<file path="config.mk">
export PLATFORM = sky130hd
export DESIGN_NAME = jk_bank_scheduler
export DESIGN_NICKNAME = d
export VERILOG_FILES = /design/src/rtl/jk_bank_scheduler.sv
export SDC_FILE = /design/constraint.sdc
export NUM_CORES = 1
export LEC_CHECK = 0
export CELL_PAD_IN_SITES_DETAIL_PLACEMENT = 0
export CELL_PAD_IN_SITES_GLOBAL_PLACEMENT = 1
export CORE_ASPECT_RATIO = 0.5
export CORE_UTILIZATION = 34
export CTS_CLUSTER_DIAMETER = 200
export DETAILED_ROUTE_END_ITERATION = 6
export PLACE_DENSITY = 0.8
export SYNTH_ARGS = -nofsm -noshare
export SYNTH_HDL_FRONTEND = slang
export SYNTH_SLANG_ARGS = --single-unit
</file>
<file path="constraint.sdc">
create_clock -name clk -period 6.2 [get_ports clk]
set_clock_uncertainty 0.2 [all_clocks]
set_input_delay 0.62 -clock clk [delete_from_list [all_inputs] [get_ports clk]]
set_output_delay 0.62 -clock clk [all_outputs]
set_load 0.05 [all_outputs]
</file>
<file path="src/rtl/jk_bank_scheduler.sv">
// Round-robin scheduler that shares one JK flip-flop bank between two requesters
// and sequences each accepted command into registered J/K drive vectors.
module jk_bank_scheduler #(
  parameter int WIDTH = 4,
  parameter int CNT_W = 4
) (
  input  logic             clk,
  input  logic             rst,
  input  logic             req0_valid,
  output logic             req0_ready,
  input  logic [1:0]       req0_op,
  input  logic [WIDTH-1:0] req0_mask,
  input  logic [CNT_W-1:0] req0_len,
  input  logic             req1_valid,
  output logic             req1_ready,
  input  logic [1:0]       req1_op,
  input  logic [WIDTH-1:0] req1_mask,
  input  logic [CNT_W-1:0] req1_len,
  output logic [WIDTH-1:0] j_out,
  output logic [WIDTH-1:0] k_out,
  output logic             busy,
  output logic             grant_id,
  output logic             done
);

  typedef enum logic [1:0] {IDLE, ISSUE, BURST} state_t;

  localparam logic [1:0] OP_CLEAR = 2'b00;
  localparam logic [1:0] OP_SET   = 2'b01;
  localparam logic [1:0] OP_BURST = 2'b11;

  state_t           state_q;
  logic [WIDTH-1:0] j_q, k_q;
  logic [WIDTH-1:0] j_d, k_d;
  logic [CNT_W-1:0] cnt_q;
  logic             grant_q, last_q, done_q;

  logic             idle;
  logic             accept;
  logic             sel;
  logic [1:0]       sel_op;
  logic [WIDTH-1:0] sel_mask;
  logic [CNT_W-1:0] sel_len;

  assign idle = (state_q == IDLE);

  // last_q==1 means requester 0 has priority on the next contended cycle
  assign req0_ready = idle & req0_valid & (~req1_valid | last_q);
  assign req1_ready = idle & req1_valid & (~req0_valid | ~last_q);

  assign accept   = req0_ready | req1_ready;
  assign sel      = req1_ready;
  assign sel_op   = sel ? req1_op   : req0_op;
  assign sel_mask = sel ? req1_mask : req0_mask;
  assign sel_len  = sel ? req1_len  : req0_len;

  always_comb begin
    j_d = sel_mask;
    k_d = sel_mask;
    case (sel_op)
      OP_CLEAR: j_d = '0;
      OP_SET:   k_d = '0;
      default:  ;
    endcase
  end

  always_ff @(posedge clk) begin
    if (rst) begin
      state_q <= IDLE;
      j_q     <= '0;
      k_q     <= '0;
      cnt_q   <= '0;
      grant_q <= 1'b0;
      last_q  <= 1'b1;
      done_q  <= 1'b0;
    end else begin
      unique case (state_q)
        IDLE: begin
          if (accept) begin
            j_q     <= j_d;
            k_q     <= k_d;
            cnt_q   <= sel_len;
            grant_q <= sel;
            last_q  <= sel;
            if (sel_op == OP_BURST) begin
              state_q <= BURST;
              done_q  <= (sel_len == '0);
            end else begin
              state_q <= ISSUE;
              done_q  <= 1'b1;
            end
          end else begin
            done_q <= 1'b0;
          end
        end
        ISSUE: begin
          j_q     <= '0;
          k_q     <= '0;
          done_q  <= 1'b0;
          state_q <= IDLE;
        end
        BURST: begin
          if (cnt_q == '0) begin
            j_q     <= '0;
            k_q     <= '0;
            done_q  <= 1'b0;
            state_q <= IDLE;
          end else begin
            // done lands in the cycle where the counter reads zero
            cnt_q  <= cnt_q - 1'b1;
            done_q <= (cnt_q == CNT_W'(1));
          end
        end
        default: state_q <= IDLE;
      endcase
    end
  end

  assign j_out    = j_q;
  assign k_out    = k_q;
  assign busy     = ~idle;
  assign grant_id = grant_q;
  assign done     = done_q;

endmodule

</file>
# After elaboration in Yosys (flattened, before gate mapping)
# Cells that the tools add are included.
[word_totals]
register_bits = 17
out_inout_bits = 13
word_cells = 58
[classes]
n_addsub = 1
n_eq_ne = 8
mux = 21
n_bitwise = 11
n_reduce_logical = 10
[ops]
columns = ["operator", "n"]
rows = [
  ["4-bit 2-to-1 mux", 9],
  ["4-bit one-hot mux with 3 select lines", 2],
  ["4-bit zero test", 2],
  ["2-bit 2-to-1 mux", 4],
  ["4-bit one-hot mux with 2 select lines", 1],
  ["3-bit AND reduction", 2],
  ["1-bit bitwise AND", 4],
  ["2-bit by 1-bit equality test with 1-bit output, second input constant", 2],
  ["2-bit equality test, second input constant", 2],
  ["4-bit by 1-bit equality test with 1-bit output, second input constant", 1],
  ["2-bit zero test", 2],
  ["2-bit inequality test, second input constant", 2],
  ["1-bit NOT", 4],
  ["2-bit one-hot mux with 2 select lines", 1],
  ["2-bit AND reduction", 2],
  ["4-bit by 1-bit subtractor with 4-bit output, second input constant", 1],
  ["1-bit 2-to-1 mux", 3],
  ["1-bit bitwise OR", 3],
  ["1-bit one-hot mux with 3 select lines", 1],
  ["3-bit nonzero test", 1],
  ["2-bit by 1-bit inequality test with 1-bit output, second input constant", 1],
  ["2-bit nonzero test", 1],
]

# Depth between registers and ports, before layout
# Gate-level depths: netlist (run 1).
[logic_depth]
ltp_word = 8
depth_mapped = 7

# Worst setup path before layout (run 1)
# No wires, ideal clock.
[synth_path]
path_kind = "register to output"
startpoint = "reg state_q[0]"
endpoint = "out req0_ready"
t_arrival_ns = 1.451
slack_ns = 3.929
stages_incl_launch_ff = 5
cell_sequence = "dfxtp_1 -> inv_1 -> ha_1 -> nand2_1 -> a21oi_1"
[synth_via]
elab_chain_len = 3
[synth_lines]
columns = ["item", "line_no", "rtl"]
rows = [
  ["from (decl)", "32", "state_t state_q;"],
  ["from (signal assigned)", "69", "state_q <= IDLE;"],
  ["from (signal assigned)", "86", "state_q <= BURST;"],
  ["from (signal assigned)", "89", "state_q <= ISSUE;"],
  ["2-bit zero test", "45", "assign idle = (state_q == IDLE);"],
  ["1-bit bitwise AND (2 in a row)", "48", "assign req0_ready = idle & req0_valid & (~req1_valid | last_q);"],
  ["to (decl)", "10", "output logic req0_ready,"],
]
# Every way passes these cells.

# Final worst setup path (run 1)
[layout_path]
startpoint = "in req1_valid"
endpoint = "out req1_ready"
[layout_via]
elab_chain_len = 2
[layout_lines]
columns = ["item", "line_no", "rtl"]
rows = [
  ["from (decl)", "14", "input logic req1_valid,"],
  ["1-bit bitwise AND (2 in a row)", "49", "assign req1_ready = idle & req1_valid & (~req0_valid | ~last_q);"],
  ["to (decl)", "15", "output logic req1_ready,"],
]
# Every way passes these cells.

==> flow_metrics.py, run 1 <==
metrics = {
    "synthesis": {
        "syn_nets": 160,
        "synth_area_leaders": "dfxtp_1, a22o_1, ha_1",
        "yosys_register_bits": 17,
        "async_flop_share_pct": 0,
        "syn_avg_cell_area_um2": 8.29,
        "synth_top_cell_by_area": "dfxtp_1",
        "ys_warn_count": 0,
        "synth-edff-count": 0,
        "synth_area_um2": 1090,
        "synthFlopType": "dfxtp_1",
        "yosysSeqAreaShare_pct": 31.3,
        "ys_types": 37,
        "syn_inst": 131,
        "yosysTopAreaCellShare_pct": 31.3,
    },
    "place": {
        "io_buffers": 36,
        "post-dp-hpwl_um": 2190,
        "place_congestion": 0.821,
    },
    "final_layout": {
        "layout-drive-gt1-share_pct": 3.61,
        "final_common_cell": "clkdlybuf4s50_1",
        "final_cell_mix": "clkdlybuf4s50_1, dfxtp_1, nand2_1, a21oi_1, inv_1",
        "num-fill-cells": 314,
        "synthToLayoutAreaGrowth_pct": 37.1,
        "nets": 196,
        "diodes": 0,
    },
    "global_routing": {
        "first_global_vias": 960,
        "grt_max_degree": 16,
        "grt_pass1_wl_um": 4550,
        "gr-total-overflow": 0,
        "track_usage_pct": 17.7,
        "antenna_found_initial": 0,
    },
    "clock_tree": {
        "cts_root_buffer": "clkbuf_8",
        "ctsResizeCount": 0,
        "clock-sinks": 17,
        "cts_tree": "done",
        "cts_setup_buffers": 0,
        "cts_buffer_depth": 2,
        "clk_latency_ns": 0.26,
        "cts.clk_slew.worst_paths_ns": 0.07,
        "cts_buffers": 3,
        "ctsHtreeMaxLevel": 1,
        "holdBufCountCts": 0,
    },
    "timing": {
        "finalCritPeriodShare_pct": 55.4,
        "hold_slack_ns": 0.263,
        "worst_slew_pin_slew_ns": 0.643,
        "hold_violations": 0,
        "setup_viol": 0,
        "min_period_ns": 3.43,
        "rsz0062_at_grt": "false",
        "drv_slew": 0,
        "fmax_mhz": 291,
        "maxSlewHeadroom_pct": 56.8,
        "tns_ns": 0,
    },
    "power_and_ir_drop": {
        "pwr-share-clk_pct": 22.6,
        "power-per-cell-area_nw_per_um2": 256,
        "seq_power_share_pct": 35.0,
        "ir_drop_mv": 0.110,
        "p_sw_share_pct": 38.2,
        "pwr-share-comb_pct": 42.4,
        "p_int_uw": 235,
        "leakagePower_nw": 0.584,
        "power.switching_uw": 146,
    },
    "detailed_routing": {
        "ant_nets": 0,
        "wire_per_inst_um": 13.8,
        "routed_via_density": 5.40,
        "vias": 1112,
        "totalWireLength_um": 2840,
        "drtPass1Iterations": 4,
        "route.detailed.drc": 0,
        "drtIter0Drc": 45,
    },
    "floorplanning": {
        "coreArea_um2": 3010,
        "num_rows": 14,
        "dieHeight_um": 42.0,
        "io_pins": 37,
        "dieArea_um2": 3440,
        "floorplan.initialDensity_pct": 36.0,
        "die-width_um": 81.9,
    },
    "worst_setup_path": {
        "critPathMaxFanout": 11,
        "critPathArrivalTime_ns": 2.61,
        "cp.required_ns": 5.38,
        "timing.rr.end": "cnt_q[0]",
        "rrSetupSlack_ns": 3.87,
        "reg2reg_depth": 6,
        "critPathCaptureType": "output pin",
        "path_class": "input pin to output pin",
        "start_kind": "input pin",
        "crit_end": "req1_ready",
        "r2r_start": "state_q[0]",
        "startpoint": "req1_valid",
    },
    "worst_hold_path": {
        "min_path_type": "register to register",
        "holdCritStartpoint": "grant_id",
    },
    "outcome": {
        "status": "finished, final reports clean",
    },
    "run": {
        "drv_cap": 0,
    },
}
cell usage after synthesis, drive strengths merged, types with 3 or more instances:
master   n
or4      3
nor3     4
nor2     6
ha       5
a21oi   12
dfxtp   17
a22o     8
and3     3
inv     10
a211o    3
nand2   13
a211oi   3
o21ai    9
nand3    7
and2     3
critical path, cell delays in order:
cell and delay [ns]:
clkdlybuf4s50_1 0.57, and2_2 0.28, nand2_1 0.19, inv_1 0.13, clkdlybuf4s50_1 0.81
cell families (layout without fill, tap and decap cells):
group,after synthesis,count (layout),share of synthesized area [%]
buffers and inverters,15,50,8.29
AOI/OAI and AO/OA,45,45,28.9
adders and majority gates,5,5,5.76
DFF,17,17,31.3
xor gates and xnor gates,1,1,0.807
and+or+nand+nor,48,48,24.9
layer usage:
metal	track usage, %	part of all wire, %	vias up
li1	-	-	560
met1	25.9	51	524
met2	24.6	42	28
met3	6.37	7.0	0
met4	3.16	0	0
met5	0	0	-
layout make-up:
cell class	instances	area [um2]	area share (%)
clock buffers	4	45.0	3.03
flip-flops and latches	17	340	22.9
multi-input cells	99	656	44.0
inverters	10	37.5	2.52
well taps	40	50.0	3.36
repair buffers	36	360	24.2
metrics by stage:
step / std cells / util [%] / total power, mW / area (um2) / worst slack, ns
2_1_floorplan: 131 / - / 0.246 / 1090 / 3.93
3_3_place_gp: 202 / 47.9 / 0.297 / 1440 / 2.82
3_5_place_dp: 202 / 47.9 / 0.297 / 1440 / 2.76
4_1_cts: 206 / 49.4 / 0.385 / 1490 / 2.76
5_1_grt: 206 / 49.4 / 0.403 / 1490 / 2.66
6_report: 206 / 49.4 / 0.381 / 1490 / 2.77
state kept, by name (all words and copies together) (netlist names):
| name | flops |
|---|---|
| cnt_q | 4 |
| j_out | 4 |
| k_out | 4 |
| state_q | 2 |
| done | 1 |
| grant_id | 1 |
| last_q | 1 |
how the worst min path moves through the flow:
stage / cells past startpoint / endpoint / slack (ns)
2_1_floorplan: 2 / state_q[0] / 0.27
3_3_place_gp: 2 / grant_id / 0.25
3_5_place_dp: 2 / grant_id / 0.25
4_1_cts: 2 / grant_id / 0.26
5_1_grt: 2 / grant_id / 0.30
6_report: 2 / grant_id / 0.26
power by group through the flow:
stage / Sequential (mW) / Clock (mW) / Combinational [mW]
2_1_floorplan: 0.160 / 0 / 0.0858
5_1_grt: 0.136 / 0.0922 / 0.175
4_1_cts: 0.134 / 0.0892 / 0.162
6_report: 0.134 / 0.0862 / 0.161
3_3_place_gp: 0.136 / 0 / 0.161
3_5_place_dp: 0.136 / 0 / 0.161
(Power assumes the default switching activity.)
==> run 2, diff against run 1 <==
--- a/config.mk
+++ b/config.mk
@@ -8,10 +8,10 @@
 export CELL_PAD_IN_SITES_DETAIL_PLACEMENT = 0
 export CELL_PAD_IN_SITES_GLOBAL_PLACEMENT = 1
 export CORE_ASPECT_RATIO = 0.5
-export CORE_UTILIZATION = 34
+export CORE_UTILIZATION = 32
 export CTS_CLUSTER_DIAMETER = 200
 export DETAILED_ROUTE_END_ITERATION = 6
-export PLACE_DENSITY = 0.8
+export PLACE_DENSITY = 0.75
 export SYNTH_ARGS = -nofsm -noshare
 export SYNTH_HDL_FRONTEND = slang
 export SYNTH_SLANG_ARGS = --single-unit
==> constraint.sdc (replaced) <==
create_clock -name clk -period 3.32 [get_ports clk]
set_clock_uncertainty 0.2 [all_clocks]
set_input_delay 0.332 -clock clk [delete_from_list [all_inputs] [get_ports clk]]
set_output_delay 0.332 -clock clk [all_outputs]
set_load 0.05 [all_outputs]
==> flow_metrics.py, run 2 (synthesis results as in run 1) <==
metrics = {
    "final_layout": {
        "synthToLayoutAreaGrowth_pct": 37.1,
        "layout-drive-gt1-share_pct": 3.61,
        "multi_input_area_um2": 656,
        "nets": 196,
        "num-fill-cells": 327,
        "final_cell_mix": "clkdlybuf4s50_1, dfxtp_1, nand2_1, a21oi_1, inv_1",
        "diodes": 0,
        "ff_latch_area_um2": 340,
        "final_common_cell": "clkdlybuf4s50_1",
    },
    "detailed_routing": {
        "route.detailed.drc": 0,
        "vias": 1111,
        "drtPass1Iterations": 4,
        "routed_via_density": 5.39,
        "drtIter0Drc": 49,
        "wire_per_inst_um": 14.2,
        "ant_nets": 0,
        "totalWireLength_um": 2930,
    },
    "worst_setup_path": {
        "cpMostUsedCell": "inv_1",
        "worst_path_max_delay_cell": "clkdlybuf4s50_1",
        "critPathMaxFanout": 11,
        "start_kind": "register",
        "path_class": "register to output pin",
        "critical_path.top_delay_family": "buffers and inverters",
        "worst-path-stages": 6,
        "critPathArrivalTime_ns": 2.40,
        "critPathMaxStageDelay_ns": 0.80,
        "reg2reg_depth": 6,
        "timing.critical_path.buf_inv": 3,
        "cp.required_ns": 2.79,
        "critPathCaptureType": "output pin",
        "crit_chain": "inv_1, ha_1, and2_2, nand2_1, inv_1, clkdlybuf4s50_1",
    },
    "timing": {
        "fmax_mhz": 341,
        "finalCritPeriodShare_pct": 88.2,
        "hold_slack_ns": 0.267,
        "min_period_ns": 2.93,
        "tns_ns": 0,
        "drv_slew": 0,
        "setup_viol": 0,
        "rsz0062_at_grt": "false",
        "maxSlewHeadroom_pct": 48.9,
        "hold_violations": 0,
        "worst_slew_pin_slew_ns": 0.761,
    },
    "power_and_ir_drop": {
        "leakagePower_nw": 0.584,
        "p_int_uw": 439,
        "p_total_uw": 706,
        "power.switching_uw": 266,
        "pwr-share-comb_pct": 42.9,
        "seq_power_share_pct": 35.4,
        "pwr-share-clk_pct": 21.7,
        "power-per-cell-area_nw_per_um2": 474,
        "ir_drop_mv": 0.197,
        "p_sw_share_pct": 37.7,
    },
    "place": {
        "io_buffers": 36,
        "place_congestion": 0.744,
        "post-dp-hpwl_um": 2280,
    },
    "clock_tree": {
        "ctsHtreeMaxLevel": 1,
        "cts_setup_buffers": 0,
        "holdBufCountCts": 0,
        "cts_buffer_depth": 2,
        "cts_root_buffer": "clkbuf_8",
        "cts_tree": "done",
        "cts_buffers": 3,
        "clock-sinks": 17,
        "cts.clk_slew.worst_paths_ns": 0.07,
        "ctsResizeCount": 0,
        "clk_latency_ns": 0.25,
    },
    "global_routing": {
        "grt_pass1_wl_um": 4560,
        "track_usage_pct": 16.5,
        "gr-total-overflow": 0,
        "grt_max_degree": 16,
        "antenna_found_initial": 0,
        "first_global_vias": 963,
    },
    "floorplanning": {
        "io_pins": 37,
        "dieHeight_um": 43.2,
        "die-width_um": 84.4,
        "coreArea_um2": 3120,
        "dieArea_um2": 3650,
        "num_rows": 14,
        "floorplan.initialDensity_pct": 34.8,
    },
    "run": {
        "drv_cap": 0,
    },
    "outcome": {
        "status": "finished, final reports clean",
    },
    "worst_hold_path": {
        "hold_depth": 2,
        "min_path_type": "register to register",
    },
}
## run 2: cell counts in the layout (fill, tap and decap cells not counted)
Identical to the previous run, type by type.
## run 2: final timing paths
path	startpoint	endpoint	slack [ns]
max	state_q[0]	req1_ready	0.39
max reg2reg	state_q[0]	k_out[1]	0.89
min	grant_id	grant_id	0.27
min reg2reg	grant_id	grant_id	0.27
## run 2: per-stage QoR
step / setup slack [ns] / instances / cell area [um2] / util (%)
6_report: 0.390 / 206 / 1490 / 47.8
2_1_floorplan: 1.22 / 131 / 1090 / -
3_5_place_dp: 0.457 / 202 / 1440 / 46.3
5_1_grt: 0.246 / 206 / 1490 / 47.8
4_1_cts: 0.386 / 206 / 1490 / 47.8
3_3_place_gp: 0.513 / 202 / 1440 / 46.3
## run 2: power groups by stage
stage	sequential, mW	clock, mW	combinational (mW)
2_1_floorplan	0.300	0	0.160
3_3_place_gp	0.254	0	0.303
3_5_place_dp	0.254	0	0.303
4_1_cts	0.250	0.160	0.305
5_1_grt	0.254	0.169	0.326
6_report	0.250	0.153	0.303
## run 2: cell type report
class                           instances  area share (%)
Clock buffer                            4            3.03
Inverter                               10            2.52
Multi-Input combinational cell         99            44.0
Sequential cell                        17            22.9
Tap cell                               40            3.36
Timing Repair Buffer                   36            24.2
## run 2: routing by layer
layer / share of wire, % / wire length [um] / track usage [%]
met5: 0 / 0 / 0
met3: 3.9 / 115 / 4.09
met1: 53 / 1550 / 23.3
met4: 0.48 / 14 / 3.05
met2: 43 / 1250 / 25.7
## run 2: worst min-delay path, stage by stage, from the launching register on
cell	delay, ns
dfxtp_1	0.32
nand2_1	0.05
a21oi_1	0.05
